**src/rtl/if_prefetch_queue.sv**
```systemverilog
`default_nettype none
// ============================================================================
// Module   : if_prefetch_queue
// Purpose  : Instruction-fetch front end with one outstanding imem request and
//            a DEPTH-entry {pc, instr} queue feeding ID via valid/ready.
// Revision : 1.0 - initial release
// ============================================================================
module if_prefetch_queue #(
  parameter int              XLEN     = 32,
  parameter int              DEPTH    = 4,
  parameter logic [XLEN-1:0] RESET_PC = '0
) (
  input  logic                       clk,
  input  logic                       rst,
  input  logic                       redirect_valid_i,
  input  logic [XLEN-1:0]            redirect_pc_i,
  output logic                       imem_req_o,
  output logic [XLEN-1:0]            imem_addr_o,
  input  logic                       imem_ready_i,
  input  logic                       imem_rvalid_i,
  input  logic [XLEN-1:0]            imem_rdata_i,
  output logic                       id_valid_o,
  output logic [XLEN-1:0]            id_instr_o,
  output logic [XLEN-1:0]            id_pc_o,
  input  logic                       id_ready_i,
  output logic [$clog2(DEPTH+1)-1:0] fifo_count_o
);

  localparam int            CW      = $clog2(DEPTH+1);
  localparam int            PW      = $clog2(DEPTH);
  localparam logic [CW-1:0] DEPTH_C = CW'(DEPTH);

  typedef enum logic [1:0] {
    S_FETCH = 2'd0,
    S_WAIT  = 2'd1,
    S_DROP  = 2'd2
  } state_e;

  state_e          state_q;
  logic [XLEN-1:0] fetch_pc_q;
  logic [XLEN-1:0] req_pc_q;
  logic [CW-1:0]   count_q;
  logic [CW-1:0]   count_d;
  logic [PW-1:0]   rd_ptr_q;
  logic [PW-1:0]   wr_ptr_q;
  logic [XLEN-1:0] pc_mem_q    [DEPTH];
  logic [XLEN-1:0] instr_mem_q [DEPTH];

  logic issue;
  logic push;
  logic pop;
  logic unused_redirect_lsbs;

  assign unused_redirect_lsbs = ^redirect_pc_i[1:0];

  assign imem_req_o   = (state_q == S_FETCH) && (count_q < DEPTH_C) && !redirect_valid_i && !rst;
  assign imem_addr_o  = fetch_pc_q;
  assign id_valid_o   = (count_q != '0) && !rst;
  assign id_instr_o   = id_valid_o ? instr_mem_q[rd_ptr_q] : '0;
  assign id_pc_o      = id_valid_o ? pc_mem_q[rd_ptr_q] : '0;
  assign fifo_count_o = rst ? '0 : count_q;

  // A redirect squashes both the response landing this cycle and any pop.
  assign issue = imem_req_o && imem_ready_i;
  assign push  = (state_q == S_WAIT) && imem_rvalid_i && !redirect_valid_i && !rst;
  assign pop   = id_valid_o && id_ready_i && !redirect_valid_i;

  always_comb begin
    count_d = count_q;
    case ({push, pop})
      2'b10:   count_d = count_q + CW'(1);
      2'b01:   count_d = count_q - CW'(1);
      default: count_d = count_q;
    endcase
  end

  always_ff @(posedge clk) begin
    if (push) begin
      pc_mem_q[wr_ptr_q]    <= req_pc_q;
      instr_mem_q[wr_ptr_q] <= imem_rdata_i;
    end
  end

  always_ff @(posedge clk) begin
    if (rst) begin
      state_q    <= S_FETCH;
      fetch_pc_q <= RESET_PC;
      req_pc_q   <= '0;
      count_q    <= '0;
      rd_ptr_q   <= '0;
      wr_ptr_q   <= '0;
    end else if (redirect_valid_i) begin
      count_q    <= '0;
      rd_ptr_q   <= '0;
      wr_ptr_q   <= '0;
      fetch_pc_q <= {redirect_pc_i[XLEN-1:2], 2'b00};
      // An outstanding request still owes a response; drop it unless it lands now.
      if (state_q != S_FETCH) begin
        state_q <= imem_rvalid_i ? S_FETCH : S_DROP;
      end
    end else begin
      count_q <= count_d;
      if (push) begin
        wr_ptr_q <= wr_ptr_q + PW'(1);
      end
      if (pop) begin
        rd_ptr_q <= rd_ptr_q + PW'(1);
      end
      case (state_q)
        S_FETCH: begin
          if (issue) begin
            req_pc_q   <= fetch_pc_q;
            fetch_pc_q <= fetch_pc_q + XLEN'(4);
            state_q    <= S_WAIT;
          end
        end
        S_WAIT: begin
          if (imem_rvalid_i) begin
            state_q <= S_FETCH;
          end
        end
        S_DROP: begin
          if (imem_rvalid_i) begin
            state_q <= S_FETCH;
          end
        end
        default: state_q <= S_FETCH;
      endcase
    end
  end

endmodule
`default_nettype wire

```
**config.mk**
```make
export PLATFORM = sky130hd
export DESIGN_NAME = if_prefetch_queue
export DESIGN_NICKNAME = d
export VERILOG_FILES = /design/src/rtl/if_prefetch_queue.sv
export SDC_FILE = /design/constraint.sdc
export NUM_CORES = 1
export LEC_CHECK = 0
export CORE_MARGIN = 4
export CORE_UTILIZATION = 55
export CTS_CLUSTER_DIAMETER = 50
export DETAILED_ROUTE_END_ITERATION = 10
export MAX_ROUTING_LAYER = met4
export PLACE_DENSITY = 0.87
export SYNTH_ARGS = -nofsm -noshare
export SYNTH_HDL_FRONTEND = slang
export SYNTH_SLANG_ARGS = --single-unit
```
**constraint.sdc**
```tcl
create_clock -name clk -period 4 [get_ports clk]
set_input_delay 0.8 -clock clk [delete_from_list [all_inputs] [get_ports clk]]
set_output_delay 0.8 -clock clk [all_outputs]
set_load 0.01 [all_outputs]
```
==> qor.json, run 1 <==
{
  "worst_setup_path": {
    "endpoint_kind": "output port",
    "start_kind": "register",
    "cp_data_required_time_ns": 3.20,
    "worstPathMaxFanout": 30,
    "crit_arrival_ns": 2.69,
    "crit_type": "reg2out"
  },
  "synth": {
    "yosys-top-cells-area": "edfxtp_1 (58%), dfxtp_1 (11%), mux4_2 (11%)",
    "yosysMostFrequentCell": "edfxtp_1",
    "synth-main-ff-cell": "edfxtp_1",
    "synth_enable_flop_cells": 248,
    "async_reset_ff_share_pct": 0,
    "synth.avg_cell_area_um2": 15.5,
    "yosysWarnings": 0,
    "post_synth_instance_area_um2": 12700,
    "netlist.top_cell.by_area": "edfxtp_1",
    "synth.cells.most_frequent": "edfxtp_1 (248), nand2_1 (92), dfxtp_1 (71), and2_1 (68), mux4_2 (62)",
    "cells_after_synth": 823,
    "synth-seq-area-share_pct": 69.7,
    "synth_seq_cells": 319,
    "post_synth_num_cell_types": 49,
    "synth.top_cell.area_share_pct": 58.5
  },
  "final_layout": {
    "area_delta_synth_final_pct": 24.6,
    "fillers": 1477,
    "post_layout_net_count": 1076,
    "layout.area.seq_um2": 8880,
    "layout-drive-gt1-share_pct": 14.7,
    "multi_input_comb_area_um2": 3640,
    "layout_cells_excl_fill": 1307,
    "antennaDiodeCount": 0
  },
  "sta": {
    "count_of_final_setup_violators": 0,
    "drv_slew": 0,
    "worst-slew-pin-transition_ns": 0.874,
    "fin_ws_ns": 0.508,
    "tns_ns": 0,
    "max_freq_ghz": 0.286,
    "final_min_period_over_clock_period_pct": 87.3,
    "grt_setup_unrepaired": "no",
    "finClkSkew_ns": 0.0272,
    "hold_viol": 0,
    "max-slew-margin-rel_pct": 40.9,
    "final.min_clock_period_ns": 3.49
  },
  "cts": {
    "hold_buffers": 0,
    "tritoncts_clock_tree": "yes",
    "cts.repair.resized": 0,
    "clk_path_buf_depth": 3,
    "number_of_buffers_created_by_cts": 34,
    "htreeDepth": 2,
    "post_cts_buffers": 0,
    "cts_num_sinks": 319,
    "cts.clk_slew.worst_paths_ns": 0.06,
    "clock_tree.root_cell": "clkbuf_16",
    "clk_latency_ns": 0.51
  },
  "drt": {
    "drt_pass_1_iters": 5,
    "drt_iter0_markers": 637,
    "drt_drc_violations_left": 0,
    "drt-total-wl_um": 26600,
    "via_count": 7519,
    "vias_per_cell": 5.75,
    "ant_nets": 0,
    "routed_wire_length_per_instance_um": 20.4
  },
  "place": {
    "post-place-cells": 1246,
    "dpl_hpwl_um": 17200,
    "place.gp.congestion": 0.875,
    "place_ws_ns": 0.562,
    "port_buffers": 164
  },
  "run_status": {
    "outcome": "completed"
  },
  "pwr": {
    "total_leakage_power_uw": 0.00514,
    "part_of_the_power_in_registers_pct": 52.8,
    "powerDensity_nw_per_um2": 434,
    "worst_ir_drop_vdd_v": 0.000337,
    "p_sw_uw": 1440,
    "switching_share_pct": 21.0,
    "p_clk_share_pct": 43.6,
    "intPower_uw": 5440,
    "power.share.combinational_pct": 3.6
  },
  "global_route": {
    "vias_in_the_first_global_route": 7793,
    "grt_pass1_wl_um": 43200,
    "antenna_found_initial": 0,
    "grt_overflow": 0,
    "grt_start_max_net_pins": 47,
    "grt_util_all_layers_pct": 21.7
  },
  "floorplan": {
    "io-pin-count": 171,
    "initial_utilization_pct": 56.1,
    "fp-row-count": 55,
    "floorplan.core_area_um2": 22700,
    "chipWidth_um": 160,
    "die_height_um": 160,
    "die-area_um2": 25600
  },
  "flow_run": {
    "maxCapViolCount": 0
  },
  "worst_hold_path": {
    "tightest_hold_check_type": "reg2reg"
  }
}
==> routing by layer <==
layer  share of wire, %  vias up  global-route usage (%)  wire, um
li1                   -     3464                       -         -
met1                 41     3706                    29.4     11000
met2                 50      301                    34.9     13200
met3                7.1       48                    3.77      1880
met4                2.0        0                    5.44       538
met5                  0        -                       -         0
==> power by group through the flow <==
stage	clock network, uW	registers [uW]	logic, uW
after global placement	0	3700	242
after detailed placement	0	3700	248
after global routing	3210	3630	273
after CTS	3060	3630	250
final	3000	3630	251
after floorplan	0	3690	94.8
==> critical path, stage by stage (launching register included) <==
cell and delay (ns):
dfxtp_4 0.64, buf_12 0.32, mux4_2 0.55, and2_1 0.18, clkdlybuf4s50_1 0.48
==> placed cells by master (no fill, tap or decap), types with 3 or more instances in the layout <==
cell type / Yosys / layout
nor3_1: 8 / 8
nand4_1: 8 / 8
buf_12: 0 / 7
or3_1: 8 / 7
a21oi_1: 45 / 45
a211oi_1: 8 / 8
inv_1: 12 / 12
buf_4: 4 / 12
and2_1: 68 / 64
and4_1: 5 / 5
edfxtp_1: 248 / 248
dfxtp_1: 71 / 69
nor2b_1: 3 / 3
xnor2_1: 10 / 10
a31oi_1: 6 / 6
nor2_1: 35 / 34
nand2_1: 92 / 92
clkinvlp_4: 0 / 4
mux2i_1: 5 / 5
clkbuf_16: 0 / 34
clkbuf_1: 32 / 4
nor4_1: 8 / 8
inv_6: 0 / 4
conb_1: 1 / 4
nand3_1: 17 / 17
clkinv_2: 0 / 6
ha_1: 8 / 8
and2_4: 0 / 4
o21a_1: 4 / 4
mux4_2: 62 / 62
clkdlybuf4s50_1: 0 / 163
clkinv_1: 0 / 3
xor2_1: 15 / 15
==> state kept, by name (all words and copies together) (netlist names), named ones only <==
name and count:
req_pc_q 30, wr_ptr_q 2, count_q 3, instr_mem_q 128, rd_ptr_q 2, pc_mem_q 120, state_q 2, imem_addr_o 30
==> cell families (layout without fill, tap and decap cells) <==
group / Yosys count / count (layout) / share of synthesized area [%]
AOI/OAI and AO/OA: 71 / 71 / 3.19
xor gates and xnor gates: 25 / 25 / 1.72
adders and majority gates: 9 / 9 / 0.943
buffers and inverters: 60 / 256 / 1.98
DFF: 319 / 319 / 69.7
muxes: 69 / 69 / 11.5
other: 1 / 4 / 0.0295
and+or+nand+nor: 269 / 269 / 10.9
==> through the flow <==
| step | utilization [%] | instance area, um^2 | total power, uW | hold WS, ns |
|---|---|---|---|---|
| 3_3_place_gp | 65.1 | 14800 | 3940 | 0.477 |
| 5_1_grt | 69.8 | 15900 | 7120 | 0.526 |
| 6_report | 69.8 | 15900 | 6880 | 0.496 |
| 3_5_place_dp | 65.1 | 14800 | 3940 | 0.488 |
| 2_1_floorplan | - | 12700 | 3790 | 0.460 |
| 4_1_cts | 69.8 | 15900 | 6940 | 0.502 |
==> cell type report <==
cell class | instances | area share [%]
Inverter | 12 | 0.284
Tap cell | 285 | 2.25
Clock buffer | 38 | 5.46
Sequential cell | 319 | 56.0
Timing Repair Buffer | 183 | 11.8
Clock inverter | 23 | 1.35
Multi-Input combinational cell | 447 | 22.9
==> path summary, 6_finish.rpt <==
kind              cells after the start                      start  slack, ns                         to
setup / recovery                      4                   register       0.51              id_instr_o[0]
hold / removal                        2  req_pc_q[19]$_SDFFE_PP0P_       0.50  req_pc_q[19]$_SDFFE_PP0P_
setup reg to reg                     10    count_q[2]$_SDFFE_PP0P_       1.24    count_q[2]$_SDFFE_PP0P_
hold reg to reg                       2  req_pc_q[19]$_SDFFE_PP0P_       0.50  req_pc_q[19]$_SDFFE_PP0P_
No activity file was read; power rests on OpenSTA's default activity.
==> run 2, diff against run 1 <==
CORE_UTILIZATION = 57   (was 55)
CTS_BUF_LIST = sky130_fd_sc_hd__clkbuf_2   (was default)
GPL_TIMING_DRIVEN = 0   (was default)
PLACE_DENSITY = 0.89   (was 0.87)
RECOVER_POWER = 100   (was default)
==> run 2 against run 1 <==
Net effect:
- the run now ends with capacitance limit, slew limit left
- via count rose by 4.1%
- global-route usage rose by 1.6 points
- first-iteration DRC count fell by 2.4%
- flip-flop and latch count did not move
- clock power fell by 33%
- fmax fell by 7.1%
- die area fell by 3.3%
==> qor.json, run 2 (synthesis gave the netlist of run 1 again) <==
{
  "worst_setup_path": {
    "start_kind": "register",
    "worst_setup_path_startpoint": "count_q[0]$_SDFFE_PP0P_",
    "worstPathMaxFanout": 10,
    "endpoint_kind": "output port",
    "cp_data_required_time_ns": 3.20,
    "reg2reg_from": "state_q[1]$_SDFFE_PP0P_",
    "crit_arrival_ns": 2.96,
    "crit_type": "reg2out"
  },
  "run_status": {
    "violations_in_the_final_reports": "capacitance limit, slew limit",
    "outcome": "finished, violations left"
  },
  "pwr": {
    "powerDensity_nw_per_um2": 380,
    "p_sw_uw": 1340,
    "total_leakage_power_uw": 0.00525,
    "worst_ir_drop_vdd_v": 0.000174,
    "intPower_uw": 4540,
    "switching_share_pct": 22.9,
    "total_power_uw": 5880,
    "p_clk_share_pct": 34.2,
    "part_of_the_power_in_registers_pct": 61.6,
    "power.share.combinational_pct": 4.2
  },
  "floorplan": {
    "fp-row-count": 54,
    "die_height_um": 157,
    "initial_utilization_pct": 58.2,
    "die-area_um2": 24800,
    "floorplan.core_area_um2": 21900,
    "chipWidth_um": 157,
    "io-pin-count": 171
  },
  "final_layout": {
    "layout.cells.most_common_list": "edfxtp_1 (248), clkbuf_2 (113), clkdlybuf4s50_1 (94)",
    "largest_register": "instr_mem_q",
    "utilization_of_the_core_after_routing_pct": 70.8,
    "reg_top3": "instr_mem_q (128), pc_mem_q (120)",
    "post_layout_net_count": 1148,
    "layout-drive-gt1-share_pct": 18.2,
    "most_common_library_cell_in_the_layout_ignoring_fill_and_taps": "edfxtp_1",
    "fillers": 1497,
    "largest_register_ff_count": 128,
    "area_delta_synth_final_pct": 21.7
  },
  "drt": {
    "drt-total-wl_um": 27400,
    "vias_per_cell": 5.57,
    "ant_nets": 0,
    "drt_drc_violations_left": 0,
    "via_count": 7825,
    "drt_pass_1_iters": 5,
    "drt_iter0_markers": 622,
    "routed_wire_length_per_instance_um": 19.5
  },
  "sta": {
    "drv_slew": 128,
    "hold_viol": 0,
    "finClkSkew_ns": 0.0656,
    "max_freq_ghz": 0.266,
    "worst-slew-pin-transition_ns": 1.83,
    "count_of_final_setup_violators": 0,
    "grt_setup_unrepaired": "no",
    "final.min_clock_period_ns": 3.76,
    "max-slew-margin-rel_pct": -22.1,
    "fin_ws_ns": 0.241,
    "fin_worst_hold_slack_ns": 0.506,
    "tns_ns": 0,
    "final_min_period_over_clock_period_pct": 94.0
  },
  "cts": {
    "hold_buffers": 0,
    "number_of_buffers_created_by_cts": 76,
    "htreeDepth": 3,
    "clk_latency_ns": 0.82,
    "tritoncts_clock_tree": "yes",
    "cts.clk_slew.worst_paths_ns": 0.11,
    "clock_tree.root_cell": "clkbuf_2",
    "cts_num_sinks": 319,
    "clk_path_buf_depth": 3
  },
  "global_route": {
    "vias_in_the_first_global_route": 8342,
    "grt_pass1_wl_um": 43200,
    "grt_util_all_layers_pct": 23.3,
    "antenna_found_initial": 1,
    "grt_start_max_net_pins": 63,
    "grt_overflow": 0
  },
  "worst_hold_path": {
    "tightest_hold_check_type": "reg2reg",
    "worst_hold_startpoint": "req_pc_q[19]$_SDFFE_PP0P_"
  },
  "place": {
    "place_ws_ns": -0.677,
    "dpl_hpwl_um": 18500,
    "place.gp.congestion": 0.920,
    "port_buffers": 163
  },
  "flow_run": {
    "maxCapViolCount": 4
  }
}
run 2: cell count changes in the layout (fill, tap and decap cells not counted), moves of 19 or more:
cell             delta
clkdlybuf4s50_1    -69
and2_0             +27
clkinv_1           +19
dlygate4sd3_1      +68
clkbuf_16          -34
clkbuf_2          +113
and2_1             -24
run 2: power by group through the flow:
stage	Combinational, uW	Clock [uW]	Sequential, uW
after floorplan	94.8	0	3690
after global placement	251	0	3700
after detailed placement	257	0	3700
after CTS	260	2070	3620
after global routing	269	2270	3630
final	247	2010	3630
run 2: final timing paths:
path	slack [ns]	endpoint	cells after the start
worst min register to register	0.51	pc_mem_q[1][19]$_DFFE_PP_	0
worst min-delay path	0.51	pc_mem_q[1][19]$_DFFE_PP_	0
worst max register to register	0.54	instr_mem_q[1][20]$_DFFE_PP_	6
worst max-delay path	0.24	id_pc_o[8]	6
run 2: final cells by class:
type	count	area [um^2]	area share, %
Antenna cell	1	2.50	0.0162
Buffer	47	256	1.66
Clock buffer	105	526	3.39
Clock inverter	27	159	1.03
Inverter	12	45.0	0.291
Multi-Input combinational cell	447	3610	23.3
Sequential cell	319	8870	57.3
Tap cell	280	350	2.26
Timing Repair Buffer	166	1680	10.8
run 2: worst max-delay path: stages (launching register included):
cell	delay (ns)
dfxtp_1	0.40
nor2b_1	0.31
or3_1	0.22
buf_4	0.22
clkbuf_2	0.24
and2_0	0.17
clkdlybuf4s50_1	0.58
run 2: timing repair:
item | CTS | global route
setup buffers | 0 | 0
gates resized for setup | 31 | 19
setup endpoints to repair | 62 | 60
run 2: metal layers:
metal | vias up | track usage, % | wire length [um]
li1 | 3642 | - | -
met3 | 39 | 5.11 | 2120
met2 | 362 | 36.1 | 13200
met5 | - | - | 0
met1 | 3782 | 31.1 | 11500
met4 | 0 | 7.99 | 530
run 2: stage by stage:
stage | area, um^2 | instances
5_1_grt | 15500 | 1404
3_3_place_gp | 14700 | 1269
4_1_cts | 15500 | 1403
2_1_floorplan | 12700 | 826
6_report | 15500 | 1404
3_5_place_dp | 14800 | 1272
